## config.mk

```make
export PLATFORM = sky130hd
export DESIGN_NAME = saniye_sayac
export DESIGN_NICKNAME = d
export VERILOG_FILES = /design/src/rtl/saniye_sayac_pkg.sv /design/src/rtl/buton_debounce.sv /design/src/rtl/saniye_sayac.sv
export SDC_FILE = /design/constraint.sdc
export NUM_CORES = 1
export LEC_CHECK = 0
export CAP_MARGIN = 10
export CORE_UTILIZATION = 60
export DETAILED_ROUTE_END_ITERATION = 12
export GPL_ROUTABILITY_DRIVEN = 0
export GPL_TIMING_DRIVEN = 0
export PLACE_DENSITY = 0.87
export SYNTH_ARGS = -nofsm -noshare
export SYNTH_HDL_FRONTEND = slang
export SYNTH_HIERARCHICAL = 1
export SYNTH_SLANG_ARGS = --single-unit
```

## constraint.sdc

```tcl
create_clock -name clk -period 5.7 [get_ports clk]
set_clock_uncertainty 0.05 [all_clocks]
set_input_delay 1.14 -clock clk [delete_from_list [all_inputs] [get_ports clk]]
set_output_delay 1.14 -clock clk [all_outputs]
set_load 0.005 [all_outputs]
```

## src/rtl/saniye_sayac_pkg.sv

```systemverilog
// saniye_sayac_pkg
// Shared constants and helpers for the seconds counter and its button
// debouncers.
//   SANIYE_W         : width of the seconds value
//   SANIYE_MAX       : last legal seconds value before wrapping to 0
//   DEF_CLK_HZ       : default clock cycles per one-second tick
//   DEF_DEBOUNCE_CYC : default cycles a button must be stable to be accepted
//   saniye_inc/dec   : wrap-around seconds arithmetic
package saniye_sayac_pkg;

  localparam int SANIYE_W = 6;
  localparam logic [SANIYE_W-1:0] SANIYE_MAX = 6'd59;
  localparam int DEF_CLK_HZ = 100_000_000;
  localparam int DEF_DEBOUNCE_CYC = 1_000_000;

  // Anything at or above the top value wraps to 0, so an out-of-range value
  // can never propagate further.
  function automatic logic [SANIYE_W-1:0] saniye_inc(input logic [SANIYE_W-1:0] v);
    return (v >= SANIYE_MAX) ? '0 : v + SANIYE_W'(1);
  endfunction

  // Zero borrows around to the top value; out-of-range values snap back to it.
  function automatic logic [SANIYE_W-1:0] saniye_dec(input logic [SANIYE_W-1:0] v);
    logic [SANIYE_W-1:0] r;
    if (v == '0 || v > SANIYE_MAX) r = SANIYE_MAX;
    else r = v - SANIYE_W'(1);
    return r;
  endfunction

endpackage

```

## src/rtl/buton_debounce.sv

```systemverilog
// buton_debounce
// Turns a raw asynchronous push-button into a single-cycle request pulse.
//   i_clk   : system clock
//   i_rst_n : asynchronous active-low reset
//   i_btn   : raw button level, asynchronous to i_clk
//   o_rise  : registered one-cycle pulse on each accepted press
module buton_debounce
  import saniye_sayac_pkg::*;
#(
  parameter int DEBOUNCE_CYC = DEF_DEBOUNCE_CYC
) (
  input  logic i_clk,
  input  logic i_rst_n,
  input  logic i_btn,
  output logic o_rise
);

  localparam int CW = $clog2(DEBOUNCE_CYC + 1);
  localparam logic [CW-1:0] CNT_LAST = CW'(DEBOUNCE_CYC - 1);

  logic          r_sync1;
  logic          r_sync2;
  logic          r_clean;
  logic          r_rise;
  logic [CW-1:0] r_cnt;

  // Two-flop synchronizer brings the raw level into the clock domain.
  always_ff @(posedge i_clk or negedge i_rst_n) begin
    if (!i_rst_n) begin
      r_sync1 <= 1'b0;
      r_sync2 <= 1'b0;
    end else begin
      r_sync1 <= i_btn;
      r_sync2 <= r_sync1;
    end
  end

  // The counter tracks how many consecutive samples disagree with the clean
  // level; any agreeing sample restarts it, so only a stable change is taken.
  // The press pulse is produced at the moment the clean level goes high,
  // which makes holding the button a single request.
  always_ff @(posedge i_clk or negedge i_rst_n) begin
    if (!i_rst_n) begin
      r_clean <= 1'b0;
      r_cnt   <= '0;
      r_rise  <= 1'b0;
    end else begin
      r_rise <= 1'b0;
      if (r_sync2 == r_clean) begin
        r_cnt <= '0;
      end else if (r_cnt == CNT_LAST) begin
        r_clean <= r_sync2;
        r_cnt   <= '0;
        r_rise  <= r_sync2;
      end else begin
        r_cnt <= r_cnt + CW'(1);
      end
    end
  end

  assign o_rise = r_rise;

endmodule

```

## src/rtl/saniye_sayac.sv

```systemverilog
// saniye_sayac
// Seconds counter 0..59 driven by a clock prescaler, with manual adjust
// buttons usable while counting is stopped.
//   clk           : system clock
//   reset         : asynchronous active-low reset
//   stop          : high freezes counting and enables manual adjust
//   arttir_buton  : raw increment button
//   azalt_buton   : raw decrement button
//   saniye        : current seconds value (registered)
//   dakika_arttir : one-cycle carry to the minute counter on 59 -> 0
//   tik           : one-cycle pulse after each prescaler terminal count
module saniye_sayac
  import saniye_sayac_pkg::*;
#(
  parameter int CLK_HZ       = DEF_CLK_HZ,
  parameter int DEBOUNCE_CYC = DEF_DEBOUNCE_CYC
) (
  input  logic                clk,
  input  logic                reset,
  input  logic                stop,
  input  logic                arttir_buton,
  input  logic                azalt_buton,
  output logic [SANIYE_W-1:0] saniye,
  output logic                dakika_arttir,
  output logic                tik
);

  localparam int PW = $clog2(CLK_HZ);
  localparam logic [PW-1:0] PRESC_LAST = PW'(CLK_HZ - 1);

  logic                w_arttir_req;
  logic                w_azalt_req;
  logic [PW-1:0]       r_presc;
  logic [SANIYE_W-1:0] r_saniye;
  logic                r_dakika;
  logic                r_tik;

  buton_debounce #(.DEBOUNCE_CYC(DEBOUNCE_CYC)) u_arttir (
    .i_clk   (clk),
    .i_rst_n (reset),
    .i_btn   (arttir_buton),
    .o_rise  (w_arttir_req)
  );

  buton_debounce #(.DEBOUNCE_CYC(DEBOUNCE_CYC)) u_azalt (
    .i_clk   (clk),
    .i_rst_n (reset),
    .i_btn   (azalt_buton),
    .o_rise  (w_azalt_req)
  );

  // Stop has priority over the prescaler: it parks the prescaler at 0 so the
  // next tick comes a full second after stop falls, and it is the only time
  // button requests are honoured. A request pulse that lands while running is
  // simply dropped. Simultaneous requests cancel each other.
  always_ff @(posedge clk or negedge reset) begin
    if (!reset) begin
      r_presc  <= '0;
      r_saniye <= '0;
      r_dakika <= 1'b0;
      r_tik    <= 1'b0;
    end else if (stop) begin
      r_presc  <= '0;
      r_tik    <= 1'b0;
      r_dakika <= 1'b0;
      if (w_arttir_req && !w_azalt_req) begin
        r_saniye <= saniye_inc(r_saniye);
      end else if (w_azalt_req && !w_arttir_req) begin
        r_saniye <= saniye_dec(r_saniye);
      end
    end else if (r_presc == PRESC_LAST) begin
      r_presc  <= '0;
      r_tik    <= 1'b1;
      r_dakika <= (r_saniye >= SANIYE_MAX);
      r_saniye <= saniye_inc(r_saniye);
    end else begin
      r_presc  <= r_presc + PW'(1);
      r_tik    <= 1'b0;
      r_dakika <= 1'b0;
    end
  end

  assign saniye        = r_saniye;
  assign dakika_arttir = r_dakika;
  assign tik           = r_tik;

endmodule

```

==> reports/results.txt, run 1 <==
PortBufs: 12
Largest net degree at the start of global routing: 53
Total number of vias: 3317
Sequential area share after synthesis: 47.9%
Post-route ant nets: 0
RSZ-0062 raised after global routing: false
Root Driver: clkbuf_8
Wirelength per Cell: 14.9 um
Vias per std cell: 5.87
Crit Reg-Reg Endpoint: u_arttir/r_cnt[18]$_DFF_PN0_
Final WL: 8.40 mm
Clock sinks: 83
CTS clk-pin slew, worst paths: 0.08 ns
RR Startpoint: u_arttir/r_cnt[0]$_DFF_PN0_
Total gr overflow: 0
Area grow syn2layout: 11.8%
Nets: 475
Worst hold stages: 0
Worst Min Path Start: u_arttir/r_sync1$_DFF_PN0_
YS warnings: 6
Static Leakage: 2.00 nW
Critical Path AT: 1.41 ns
Worst path required time: 4.51 ns
Hold_buf cts: 0
Flop2flop setup slack: 3.48 ns
I/O Pins: 13
Distinct cells, synth: 58
CP cell instances: clkdlybuf4s50_1
Final Hold Fails: 0
Number of global-route vias before repair: 3180
Clock H-tree levels: 3
First-pass GRT wire length: 14.5 mm
Count of pins over their slew limit: 0
Max_slew headroom: 46.3%
Worst-Skew Late Latency: 0.36 ns
Post-CTS sizing: 0
Hold Crit Class: flop to flop
TritonCTS buffer count: 9
Bufs on Longest Clock Path: 2
Crit Path Category: flop to output pin
Number of antenna diodes: 0
Worst-Margin Slew: 0.796 ns
Die Span X: 87.0 um
Global Route Usage Sum: 24.8%
Async SR Flop Fraction: 100%
Row count: 30
TNS Setup: 0 ns
Mapped cell area: 0.00434 mm2
CP Launch Type: flop
Avg Synthesized Cell Area: 9.86 um2
CP bufs+invs: 1
Worst r2r path cells: 6
Setup bufs post-CTS: 0
Total core area: 0.00687 mm2
Critical path's top delay family: buffers and inverters
Number of flops mapped to enable cells by yosys: 0
Slowest stage cell on the critical path: clkdlybuf4s50_1
Initial DRC count: 169
DP Worst Slack: 2.76 ns
Starting Density: 63.1%
Final setup fails: 0
Share of cells above drive strength 1: 11.1%
Util after Layout: 70.6%
Maxcap violations: 0
Worst IR drop on VDD: 0.154 mV
Top FF cell, synth: dfrtp_1
TritonCTS clock tree: built
DP HPWL: 5.58 mm
Slowest stage delay, CP: 0.55 ns
Worst Path Max Fanout: 8
Initial DRT Pass Iterations: 5
Post-route DRC: 0
FMAX: 385 MHz
Antenna violations before repair: 0
Synth Register Bits: 83
Syn Nets: 451
Syn Inst Count: 440
Critical Path Sink Type: output pin
Fin crit period: 2.60 ns
Final period util: 45.5%
Power density cells: 239 mW/mm2
Die ar.: 0.00757 mm2
Die height: 87.0 um
Hold endpoint: u_arttir/r_sync2$_DFF_PN0_
Status: finished, final reports clean
Final WS setup: 3.10 ns
## metrics by stage
stage | cells | hold slack, ns | instance area, um2 | power, mW
2_1_floorplan | 440 | 0.281 | 4340 | 0.634
3_3_place_gp | 548 | 0.285 | 4580 | 0.654
3_5_place_dp | 549 | 0.286 | 4600 | 0.659
4_1_cts | 565 | 0.306 | 4850 | 1.17
5_1_grt | 565 | 0.310 | 4850 | 1.21
6_report | 565 | 0.303 | 4850 | 1.16
## worst max path at each step
stage / start / to / slack (ns) / cells after the start
finish: saniye[5]$_DFFE_PN0P_ / saniye[5] / 3.10 / 1
CTS: saniye[5]$_DFFE_PN0P_ / saniye[5] / 3.10 / 1
detailed placement: stop / saniye[3]$_DFFE_PN0P_ / 2.76 / 6
global placement: reset / u_azalt/r_cnt[1]$_DFF_PN0_ / 0.61 / 1
global route: stop / saniye[4]$_DFFE_PN0P_ / 3.02 / 6
floorplan: stop / saniye[3]$_DFFE_PN0P_ / 3.60 / 5
## flip-flops by register name, summed over array words and instances (netlist names)
signal and cells:
dakika_arttir 1, u_arttir/r_cnt 20, u_arttir/o_rise 1, saniye 6
u_arttir/r_sync1 1, u_azalt/r_sync2 1, r_presc 27, u_azalt/o_rise 1
u_azalt/r_clean 1, tik 1, u_azalt/r_sync1 1, u_azalt/r_cnt 20
u_arttir/r_sync2 1, u_arttir/r_clean 1
## placed cells by master, fill, tap and decap left out, types with 4 or more instances in the layout
| cell | n |
|---|---|
| nand2b_1 | 5 |
| nor4_1 | 9 |
| nor3_1 | 8 |
| o21ai_0 | 8 |
| clkbuf_8 | 9 |
| nor2_1 | 64 |
| a22oi_1 | 4 |
| nand3_1 | 31 |
| dfrtp_1 | 83 |
| or3_1 | 9 |
| ha_1 | 6 |
| o31ai_1 | 5 |
| nand2_1 | 19 |
| a21oi_1 | 20 |
| xor2_1 | 25 |
| clkdlybuf4s50_1 | 11 |
| clkbuf_1 | 9 |
| nand4_1 | 15 |
| and4_1 | 4 |
| nor2_2 | 9 |
| or4_1 | 7 |
| xnor2_1 | 27 |
| inv_1 | 19 |
| and3_1 | 5 |
## where the power goes
part           internal, mW  switching [mW]
Clock                 0.294           0.218
Sequential            0.595         0.00650
Combinational        0.0152          0.0291
## cells in the mapped netlist (2+ instances only)
master / n / area, um2
and4_1: 4 / 35.0
a2bb2oi_1: 3 / 26.3
or3_2: 3 / 22.5
clkbuf_1: 9 / 33.8
nand3_2: 2 / 20.0
nand2b_1: 5 / 31.3
or2_2: 2 / 12.5
o21ai_0: 8 / 40.0
a22oi_1: 4 / 30.0
mux2_2: 2 / 22.5
nand3_1: 31 / 155
xnor2_1: 27 / 236
o31ai_1: 5 / 37.5
inv_1: 19 / 71.3
nand2_1: 19 / 71.3
o22ai_1: 2 / 12.5
dfrtp_1: 83 / 2080
xor2_1: 25 / 219
nor4_1: 9 / 56.3
nand4_4: 2 / 42.5
buf_2: 3 / 15.0
or3_1: 9 / 56.3
or4_1: 7 / 52.6
nor2_1: 64 / 240
and3_1: 5 / 31.3
and3b_1: 2 / 17.5
nor3_1: 8 / 40.0
ha_1: 6 / 75.1
a21oi_1: 20 / 100
and2_1: 2 / 12.5
nor2_2: 9 / 56.3
nand4_1: 15 / 93.8
## metal layers
layer,vias up,share of wire [%],track usage (%),wire length [um]
met3,4,3.6,7.77,300
li1,1604,-,-,-
met2,65,51,41.4,4290
met1,1644,45,31.3,3770
met5,-,0,0,0
met4,0,0.40,6.67,34
## cells by family after synthesis
logic type	share of synthesized area (%)
simple gates	26.8
flops	47.9
xor+xnor	10.5
buf+inv	3.61
mux	1.01
compound gates	8.45
fa+ha+maj	1.73
## area by class of cell
cell class | count | area [um2]
tap | 96 | 120
sequential | 83 | 2080
clock inverter | 7 | 124
clock buffer | 9 | 124
inverter | 19 | 71.3
multi-input combinational | 323 | 2100
fill | 502 | 2020
timing repair buffer | 13 | 145
buffer | 15 | 85.1
(Power assumes the default switching activity.)
==> run 2: changes to the inputs <==
- CORE_UTILIZATION: 60 -> 55
- PLACE_DENSITY: 0.87 -> 0.84
- clock period: 5.7 -> 2.35 ns (I/O delays scaled with it)
==> run 2 against run 1 <==
  * Total power is 120% higher
  * First-iteration DRC count decreased by 18%
  * Hold slack got worse by 0.29 ns
  * Via count down 2.2%
  * Critical path depth rose by 5
  * Highest routed layer unchanged
==> reports/results.txt, run 2 (synthesis gave the netlist of run 1 again) <==
Total gr overflow: 0
Hold Crit Class: primary input to async pin
Final WL: 7.96 mm
Fin crit period: 2.21 ns
Slowest stage cell on the critical path: or4_1
TritonCTS buffer count: 9
Worst IR drop on VDD: 0.413 mV
Slowest stage delay, CP: 0.49 ns
Count of pins over their slew limit: 0
Die Span X: 90.8 um
Grt met2 use: 36.7%
Status: finished, final reports clean
First-pass GRT wire length: 14.4 mm
Post-route ant nets: 0
Crit Path Category: flop to flop
Nets: 475
Clock sinks: 83
DP HPWL: 5.55 mm
CP dominant cell by count: or4_1
GRT met3 Usage: 5.05%
Reg area: 0.00208 mm2
Multi-input gate area: 0.00211 mm2
CP Launch Type: flop
Starting Density: 56.4%
Worst r2r path cells: 6
CP bufs+invs: 1
Number of antenna diodes: 0
PortBufs: 12
TritonCTS clock tree: built
Worst-Margin Slew: 0.538 ns
Area grow syn2layout: 10.9%
DP Worst Slack: 0.0572 ns
Post-route DRC: 0
Clock H-tree levels: 3
Worst path required time: 2.57 ns
FILL cells: 616
Vias per std cell: 5.69
Worst-Skew Late Latency: 0.35 ns
Total number of vias: 3243
Number of global-route vias before repair: 3224
Wirelength per Cell: 14.0 um
Top reg by flops: r_presc
Initial DRT Pass Iterations: 4
RR Startpoint: u_arttir/r_cnt[0]$_DFF_PN0_
Final Hold Fails: 0
Worst Path Max Fanout: 8
Final WS setup: 0.135 ns
Static Leakage: 1.98 nW
RSZ-0062 raised after global routing: false
Critical Path Sink Type: flop
Final setup fails: 0
Most used routing layer: met2
Critical path's top delay family: simple AND/OR/NAND/NOR gates
Final period util: 94.2%
Crit Reg-Reg Endpoint: u_arttir/r_cnt[18]$_DFF_PN0_
Total core area: 0.00769 mm2
Grt met1 use: 26.9%
Max_slew headroom: 63.8%
Flop2flop setup slack: 0.14 ns
Tot Pwr: 2.58 mW
I/O Pins: 13
Power density cells: 537 mW/mm2
Biggest regs: r_presc (27), u_arttir/r_cnt (20), u_azalt/r_cnt (20)
Maxcap violations: 0
Share of cells above drive strength 1: 10.7%
Largest net degree at the start of global routing: 52
Max reg flops: 27
Initial DRC count: 139
Most frequent cells in the layout: dfrtp_1, nor2_1, nand3_1, xnor2_1, xor2_1
Root Driver: clkbuf_8
Antenna violations before repair: 0
Die ar.: 0.00824 mm2
Critical Path AT: 2.43 ns
Die height: 90.8 um
Global Route Usage Sum: 21.5%
Hold_buf cts: 0
Bufs on Longest Clock Path: 2
CTS clk-pin slew, worst paths: 0.08 ns
FMAX: 452 MHz
Row count: 32
CP cell instances: ha_1 > nand2_1 > or4_1 > buf_2 > or4_1 > a21oi_1
Most common cell after layout, fill and taps aside: dfrtp_1
-- run 2: cell count changes in the layout (fill, tap and decap cells not counted), sizes merged --
| cell | change |
|---|---|
| clkinvlp | -1 |
| bufinv | -2 |
| clkbuf | +4 |
| inv | -2 |
-- run 2: how the worst max path moves through the flow --
stage / slack [ns] / end / depth (start not counted) / start
4_1_cts: 0.13 / u_arttir/r_cnt[18]$_DFF_PN0_ / 6 / u_arttir/r_cnt[0]$_DFF_PN0_
5_1_grt: 0.01 / u_arttir/r_cnt[18]$_DFF_PN0_ / 6 / u_arttir/r_cnt[0]$_DFF_PN0_
2_1_floorplan: 0.32 / u_arttir/r_cnt[18]$_DFF_PN0_ / 6 / u_arttir/r_cnt[0]$_DFF_PN0_
3_3_place_gp: -2.08 / u_azalt/r_cnt[0]$_DFF_PN0_ / 1 / reset
6_report: 0.14 / u_arttir/r_cnt[18]$_DFF_PN0_ / 6 / u_arttir/r_cnt[0]$_DFF_PN0_
3_5_place_dp: 0.06 / saniye[3]$_DFFE_PN0P_ / 6 / stop
-- run 2: what timing repair did --
action,4_1_cts,5_1_grt
endpoints found under the setup margin,0,2
resized for setup,0,1
setup buffers,0,0
-- run 2: power by group --
group / leakage (nW) / internal, mW / switching, mW
Sequential: 1.14 / 1.44 / 0.0154
Combinational: 0.746 / 0.0366 / 0.0694
Clock: 0.0995 / 0.543 / 0.474
-- run 2: layer usage --
metal  wire length, um  share of wire (%)  up-vias
li1                  -                  -     1592
met1              3600                 45     1588
met2              4070                 51       55
met3               230                2.9        8
met4                68               0.85        0
met5                 0                  0        -
-- run 2: stage by stage --
step	utilization [%]	instances	hold WS [ns]	setup TNS (ns)	area [um2]
global placement	59.6	554	0.289	-172.47	4580
finish	62.6	570	0.0107	0	4810
CTS	62.5	570	0.0138	0	4800
floorplan	-	440	0.124	0	4340
global route	62.6	570	0.0254	0	4810
detailed placement	60.0	555	0.286	0	4610
-- run 2: layout make-up --
class | instances | share of cell area, %
Multi-Input combinational cell | 323 | 43.9
Sequential cell | 83 | 43.2
Clock buffer | 13 | 3.30
Timing Repair Buffer | 13 | 3.02
Tap cell | 102 | 2.65
Buffer | 15 | 1.77
Inverter | 19 | 1.48
Clock inverter | 2 | 0.728
